## src/rtl/aes_req_sched.sv

```systemverilog
// aes_req_sched: round-robin scheduler sharing one AES-128 core among NREQ requesters.
// Ports: clk, rst (async active-low); req_valid/req_ready/req_key/req_text (per-requester jobs);
//   rsp_valid/rsp_ready/rsp_id/rsp_data (shared response channel);
//   core_ld/core_key/core_text_in/core_done/core_text_out (cipher core); timeout_err (watchdog pulse).
module aes_req_sched #(
   parameter int NREQ    = 4,
   parameter int IDW     = 2,
   parameter int TIMEOUT = 31
) (
   input  logic                 clk,
   input  logic                 rst,
   input  logic [NREQ-1:0]      req_valid,
   output logic [NREQ-1:0]      req_ready,
   input  logic [NREQ*128-1:0]  req_key,
   input  logic [NREQ*128-1:0]  req_text,
   output logic                 rsp_valid,
   input  logic                 rsp_ready,
   output logic [IDW-1:0]       rsp_id,
   output logic [127:0]         rsp_data,
   output logic                 core_ld,
   output logic [127:0]         core_key,
   output logic [127:0]         core_text_in,
   input  logic                 core_done,
   input  logic [127:0]         core_text_out,
   output logic                 timeout_err
);

   localparam int TW = $clog2(TIMEOUT + 1);
   localparam int LW = IDW + 1;

   typedef enum logic [1:0] {
      IDLE,
      LOAD,
      BUSY,
      RESP
   } state_t;

   state_t           state;
   logic [IDW-1:0]   last_grant;
   logic [TW-1:0]    timer;

   logic             any_v;
   logic [IDW-1:0]   gnt;
   logic [2*NREQ-1:0] dbl;
   logic [NREQ-1:0]  rot;
   logic [LW-1:0]    base;
   logic [LW-1:0]    sum;
   logic [127:0]     key_sel;
   logic [127:0]     text_sel;

   // Rotate the valid vector so bit 0 is the requester just after
   // last_grant; the lowest set bit of the rotated view is the winner.
   always_comb begin
      any_v = |req_valid;
      dbl   = {req_valid, req_valid};
      base  = LW'(last_grant) + LW'(1);
      rot   = NREQ'(dbl >> base);
      sum   = '0;
      for (int i = NREQ - 1; i >= 0; i--) begin
         if (rot[i]) begin
            sum = base + LW'(i);
         end
      end
      if (sum >= LW'(NREQ)) begin
         sum = sum - LW'(NREQ);
      end
      gnt = sum[IDW-1:0];
   end

   always_comb begin
      key_sel  = '0;
      text_sel = '0;
      for (int i = 0; i < NREQ; i++) begin
         if (gnt == IDW'(i)) begin
            key_sel  = req_key[i*128 +: 128];
            text_sel = req_text[i*128 +: 128];
         end
      end
   end

   // Gated by rst so the accept strobe is quiet while reset is held.
   always_comb begin
      req_ready = '0;
      if (rst && state == IDLE && any_v) begin
         req_ready[gnt] = 1'b1;
      end
   end

   always_ff @(posedge clk or negedge rst) begin
      if (!rst) begin
         state        <= IDLE;
         last_grant   <= IDW'(NREQ - 1);
         timer        <= '0;
         rsp_valid    <= 1'b0;
         rsp_id       <= '0;
         rsp_data     <= '0;
         core_ld      <= 1'b0;
         core_key     <= '0;
         core_text_in <= '0;
         timeout_err  <= 1'b0;
      end else begin
         core_ld     <= 1'b0;
         timeout_err <= 1'b0;
         unique case (state)
            IDLE: begin
               if (any_v) begin
                  core_key     <= key_sel;
                  core_text_in <= text_sel;
                  rsp_id       <= gnt;
                  last_grant   <= gnt;
                  core_ld      <= 1'b1;
                  state        <= LOAD;
               end
            end
            LOAD: begin
               timer <= '0;
               state <= BUSY;
            end
            BUSY: begin
               timer <= timer + TW'(1);
               if (core_done) begin
                  rsp_data  <= core_text_out;
                  rsp_valid <= 1'b1;
                  state     <= RESP;
               end else if (timer == TW'(TIMEOUT - 1)) begin
                  timeout_err <= 1'b1;
                  state       <= IDLE;
               end
            end
            RESP: begin
               if (rsp_ready) begin
                  rsp_valid <= 1'b0;
                  state     <= IDLE;
               end
            end
            default: state <= IDLE;
         endcase
      end
   end

endmodule

```

## config.mk

```make
export PLATFORM = sky130hd
export DESIGN_NAME = aes_req_sched
export DESIGN_NICKNAME = d
export VERILOG_FILES = /design/src/rtl/aes_req_sched.sv
export SDC_FILE = /design/constraint.sdc
export NUM_CORES = 1
export LEC_CHECK = 0
export ABC_AREA = 1
export CAP_MARGIN = 30
export CORE_AREA = 2 2 608 610
export CTS_CLUSTER_SIZE = 10
export DETAILED_ROUTE_END_ITERATION = 16
export DIE_AREA = 0 0 610 612
export PLACE_DENSITY_LB_ADDON = 0.2
export SETUP_SLACK_MARGIN = 0.15
export SKIP_LAST_GASP = 1
export SLEW_MARGIN = 40
export SYNTH_ARGS = -nofsm -noshare
export SYNTH_HDL_FRONTEND = slang
export SYNTH_SLANG_ARGS = --single-unit
```

## constraint.sdc

```tcl
create_clock -name clk -period 6.4 [get_ports clk]
set_input_delay 1.28 -clock clk [delete_from_list [all_inputs] [get_ports clk]]
set_output_delay 1.28 -clock clk [all_outputs]
set_load 0.01 [all_outputs]
```

### Word level (Yosys, flattened, before mapping)

Cells that the tools add are included.

| cells by class | value |
|---|---|
| $add $sub $neg | 6 |
| order comparisons | 3 |
| equal/unequal tests | 11 |
| shifts and indexed selects | 1 |
| mux-type cells | 30 |
| reduce and logical (&&, ||, !) cells | 12 |

Operator list:

| operator | number |
|---|---|
| $mux 128 | 8 |
| $mux 3 | 4 |
| $mux 2 | 5 |
| $pmux 5 s2 | 1 |
| $eq 2x2->1 const B | 4 |
| $mux 1 | 8 |
| $pmux 2 s4 | 1 |
| $shr 8x3->4 | 1 |
| $add 3x2->3 const B | 2 |
| $ne 2x2->1 const B | 3 |
| $reduce_and 3->1 | 2 |
| $add 5x1->5 const B | 1 |
| $eq 5x5->1 const B | 1 |
| $eq 2x1->1 const B | 2 |
| $logic_not 2->1 | 2 |
| $mux 4 | 1 |
| $reduce_and 2->1 | 2 |
| $reduce_bool 2->1 | 2 |
| $reduce_or 4->1 | 1 |
| $add 2x1->3 const B | 1 |
| $add 3x1->3 const B | 1 |
| $ge 3x3->1 const B | 1 |
| $logic_and 1x1->1 | 3 |
| $lt 2x3->1 const B | 1 |
| 5 further kinds | 5 |

| word-level totals | value |
|---|---|
| register bits | 398 |
| input bits | 1160 |
| logic and storage cells | 73 |

### Longest topological paths before layout

| depth | value |
|---|---|
| word-level depth | 13 |
| depth in mapped cells | 19 |
| depth with buffers taken out | 15 |

### Worst setup path after synthesis

OpenSTA, ideal clock, no wires.

| timing path | value |
|---|---|
| path kind | input port to output port |
| start point | input port req_valid[1] |
| end point | output port req_ready[3] |
| arrival | 2.561 ns |
| slack | 2.559 ns |
| cell stages on the path | 11 |
| path through | inv_1 > nand2_1 > nand3_1 > nand2_1 > nor2_1 > nand2_1 > a21oi_4 > nand2_1 > buf_2 > buf_1 > nor2_1 |

| on the way | value |
|---|---|
| cells in the longest elaborated chain, start to end | 12 |

RTL lines:

| element | line | RTL |
|---|---|---|
| from (decl) | 12 | `input logic [NREQ-1:0] req_valid,` |
| $shr 8x3->4 | 57 | `rot = NREQ'(dbl >> base);` |
| $mux 3 (4 in series) | 60 | `if (rot[i]) begin` |
| $ge 3x3->1 or $sub 2x1->2 (tied branches) | 64, 65 |  |
| $mux 2 | 64 | `if (sum >= LW'(NREQ)) begin` |
| $lt 2x3->1 (implied by the code) or $ge 2x1->1 (tied branches) | 85 | `req_ready[gnt] = 1'b1;` |
| $logic_and 1x1->1 (implied by the code) | 85 |  |
| $mux 1 (implied by the code) | 85 |  |
| $demux 1 s2 | 85 |  |
| $mux 4 (*) | 84 | `if (rst && state == IDLE && any_v) begin` |
| to (decl) | 13 | `output logic [NREQ-1:0] req_ready,` |

Mark *: on every way between the ends. The rest lies on a longest branch, timed or not.

### Worst setup path after layout

| timing path | value |
|---|---|
| start point | input port req_valid[2] |
| end point | output port req_ready[3] |

The elaborated chain is that of the path after synthesis.

==> results_dict.tcl <==
set metrics [dict create \
    status "complete, no violations" \
    fin_crit_sh_pct 79.2 \
    ant_nets 0 \
    grt-ovfl-total 0 \
    fin_crit_ns 5.07 \
    wl_met2_mm 130 \
    rows 223 \
    internal_power_mw 13.1 \
    die_y_um 612 \
    cts.sinks 398 \
    p_seq_share_pct 15.7 \
    track_usage_pct 13.3 \
    via_per_inst 3.15 \
    cts-root-buf "clkbuf_16" \
    ios 1553 \
    core_area_um2 367000 \
    final_layout_size_suffix_gt1_share_pct 3.88 \
    final_common_cell "clkdlybuf4s50_1" \
    cp_max_fo 4 \
    cp.required_ns 5.12 \
    cts_tree "built" \
    crit_type "input pin to output pin" \
    grt_setup_unrepaired "no" \
    layout_common_cells "clkdlybuf4s50_1 (1547), nand2_1 (1481), nand3_1 (660)" \
    hp-class "input pin to async pin" \
    syn_nets 4793 \
    start_util_pct 6.38 \
    hold_viol 0 \
    power_frac_comb_pct 69.4 \
    p_sw_share_pct 55.8 \
    setup_viol 0 \
    antenna_found_initial 134 \
    clkTransAtPathRegs_ns 0.04 \
    ys_seq_elements 398 \
    cts_made_buffers 74 \
    port_buffers 1552 \
    die-area_um2 373000 \
    met1_length_mm 101 \
    ir_drop_mv 0.721 \
    htreeDepth 3 \
    cts.path.max_buffers 4 \
    drt_iter0_markers 2201 \
    grt_start_max_net_pins 149 \
    drcViolationCount 0 \
    maxCapViolCount 0 \
    fin_ws_ns 1.33 \
    avgSynthCellArea_um2 6.45 \
    switchingPower_mw 16.5 \
    skew_ns 0.0674 \
    worstPathArrival_ns 3.79 \
    critical_path.endpoint_type "output pin" \
    wl_met3_mm 21.9 \
    postCtsSetupBuffers 0 \
    yosysUniqueCellTypes 28 \
    dp_hpwl_mm 215 \
    top_layer_used "met5" \
    finalSetupTns_ns 0 \
    rrSetupSlack_ns 2.80 \
    synth_area_um2 23400 \
    wirelength_mm 259 \
    synth_ff_type "dfrtp_1" \
    grt_pass1_vias 31800 \
    synth-seq-area-share_pct 42.5 \
    cts-hold-fix-buffers 0 \
    power_density_nw_per_um2 626 \
    yosys_warnings 0 \
    grt_pass1_wl_mm 330 \
    drv_slew 0 \
    slew_headroom_pct 32.0 \
    clockPowerShare_pct 14.9 \
    clock_latency_ns 0.79 \
    dr.pass1.iters 5 \
    p_leak_nw 19.6 \
    gp_congestion 0.913 \
    synth_edf_count 0 \
    ys_async_sr_fraction_pct 100 \
    ctsResizeCount 0 \
    worstMarginPinSlew_ns 1.02 \
    synthCells 3628 \
    vias 31400 \
    fin_nets 6220 \
    wl_per_cell_um 26.0 \
    dieWidth_um 610 \
    preCtsSetupSlack_ns 1.28 \
    fmax_ghz 0.197 \
    syn_to_final_growth_pct 102 \
    crit_path_start_kind "input pin" \
]
-- synthesized netlist by cell type, types with 3 or more instances --
cell type	count	share of area (%)
buf_1	11	0.18
buf_2	129	2.8
buf_4	5	0.16
clkbuf_1	118	1.9
dfrtp_1	396	42
ha_1	5	0.27
inv_1	133	2.1
inv_2	3	0.048
nand2_1	1485	24
nand3_1	660	14
nand4_1	52	1.4
nor2_1	546	8.8
o21ai_0	6	0.13
o21ai_1	59	1.3
-- logic make-up (layout without fill, tap and decap cells) --
group / Yosys count / in the layout / synth area share, %
compound gates: 74 / 74 / 1.69
xor+xnor: 2 / 2 / 0.0748
fa+ha+maj: 5 / 5 / 0.267
buf+inv: 399 / 1880 / 7.17
flops: 398 / 398 / 42.5
other cells: 0 / 26 / 0
simple gates: 2750 / 2750 / 48.3
-- final cells by class --
class / count / area (um^2)
Antenna cell: 26 / 65.1
Tap cell: 4837 / 6050
Clock buffer: 106 / 2140
Inverter: 136 / 534
Clock inverter: 24 / 413
Fill cell: 42500 / 320000
Multi-Input combinational cell: 2831 / 11800
Sequential cell: 398 / 9960
Timing Repair Buffer: 1614 / 16300
-- sequential cells by signal (all words and copies together) (netlist names) --
register      cells
core_key        128
timer             5
state             2
core_ld           1
timeout_err       1
rsp_data        128
rsp_id            2
last_grant        2
rsp_valid         1
core_text_in    128
-- power by group through the flow --
stage	clock network [mW]	registers, mW	logic (mW)
2_1_floorplan	0	5.00	9.65
3_3_place_gp	0	4.65	21.1
3_5_place_dp	0	4.66	21.2
4_1_cts	4.67	4.65	21.2
5_1_grt	4.72	4.80	22.6
6_report	4.42	4.64	20.6
-- layer usage --
metal | track usage (%) | vias to the layer above
li1 | - | 14400
met1 | 15.2 | 15400
met2 | 23.9 | 1315
met3 | 4.59 | 331
met4 | 2.23 | 72
met5 | 0 | -
-- critical path, cell delays in order --
cell and delay, ns:
clkdlybuf4s50_1 0.55, nand2_1 0.11, nand3_1 0.10, nand2_1 0.10, nor2_1 0.13, nand2_1 0.12, a21oi_4 0.28, buf_8 0.20
nand2_4 0.07, nor2_1 0.22, clkdlybuf4s50_1 0.59
-- metrics by stage --
step	hold slack [ns]	power, mW	util, %	instance area (um^2)	std cells
floorplan	0.500	14.6	-	23400	3628
global placement	0.463	25.7	12.1	44500	9809
detailed placement	0.464	25.8	12.1	44600	9813
global route	0.404	32.1	12.9	47200	9949
finish	0.443	29.6	12.9	47300	9972
CTS	0.372	30.5	12.8	47100	9943
-- worst paths after layout --
kind	startpoint	to	cells after the start
worst max-delay path	req_valid[2]	req_ready[3]	11
worst min-delay path	rst	core_text_in[116]	1
worst max register to register	last_grant[0]	core_text_in[67]	14
worst min register to register	core_key[99]	core_key[99]	2
max in group asynchronous	rst	core_key[109]	4
min in group clk	core_key[99]	core_key[99]	2
No activity file was read; power rests on OpenSTA's default activity.
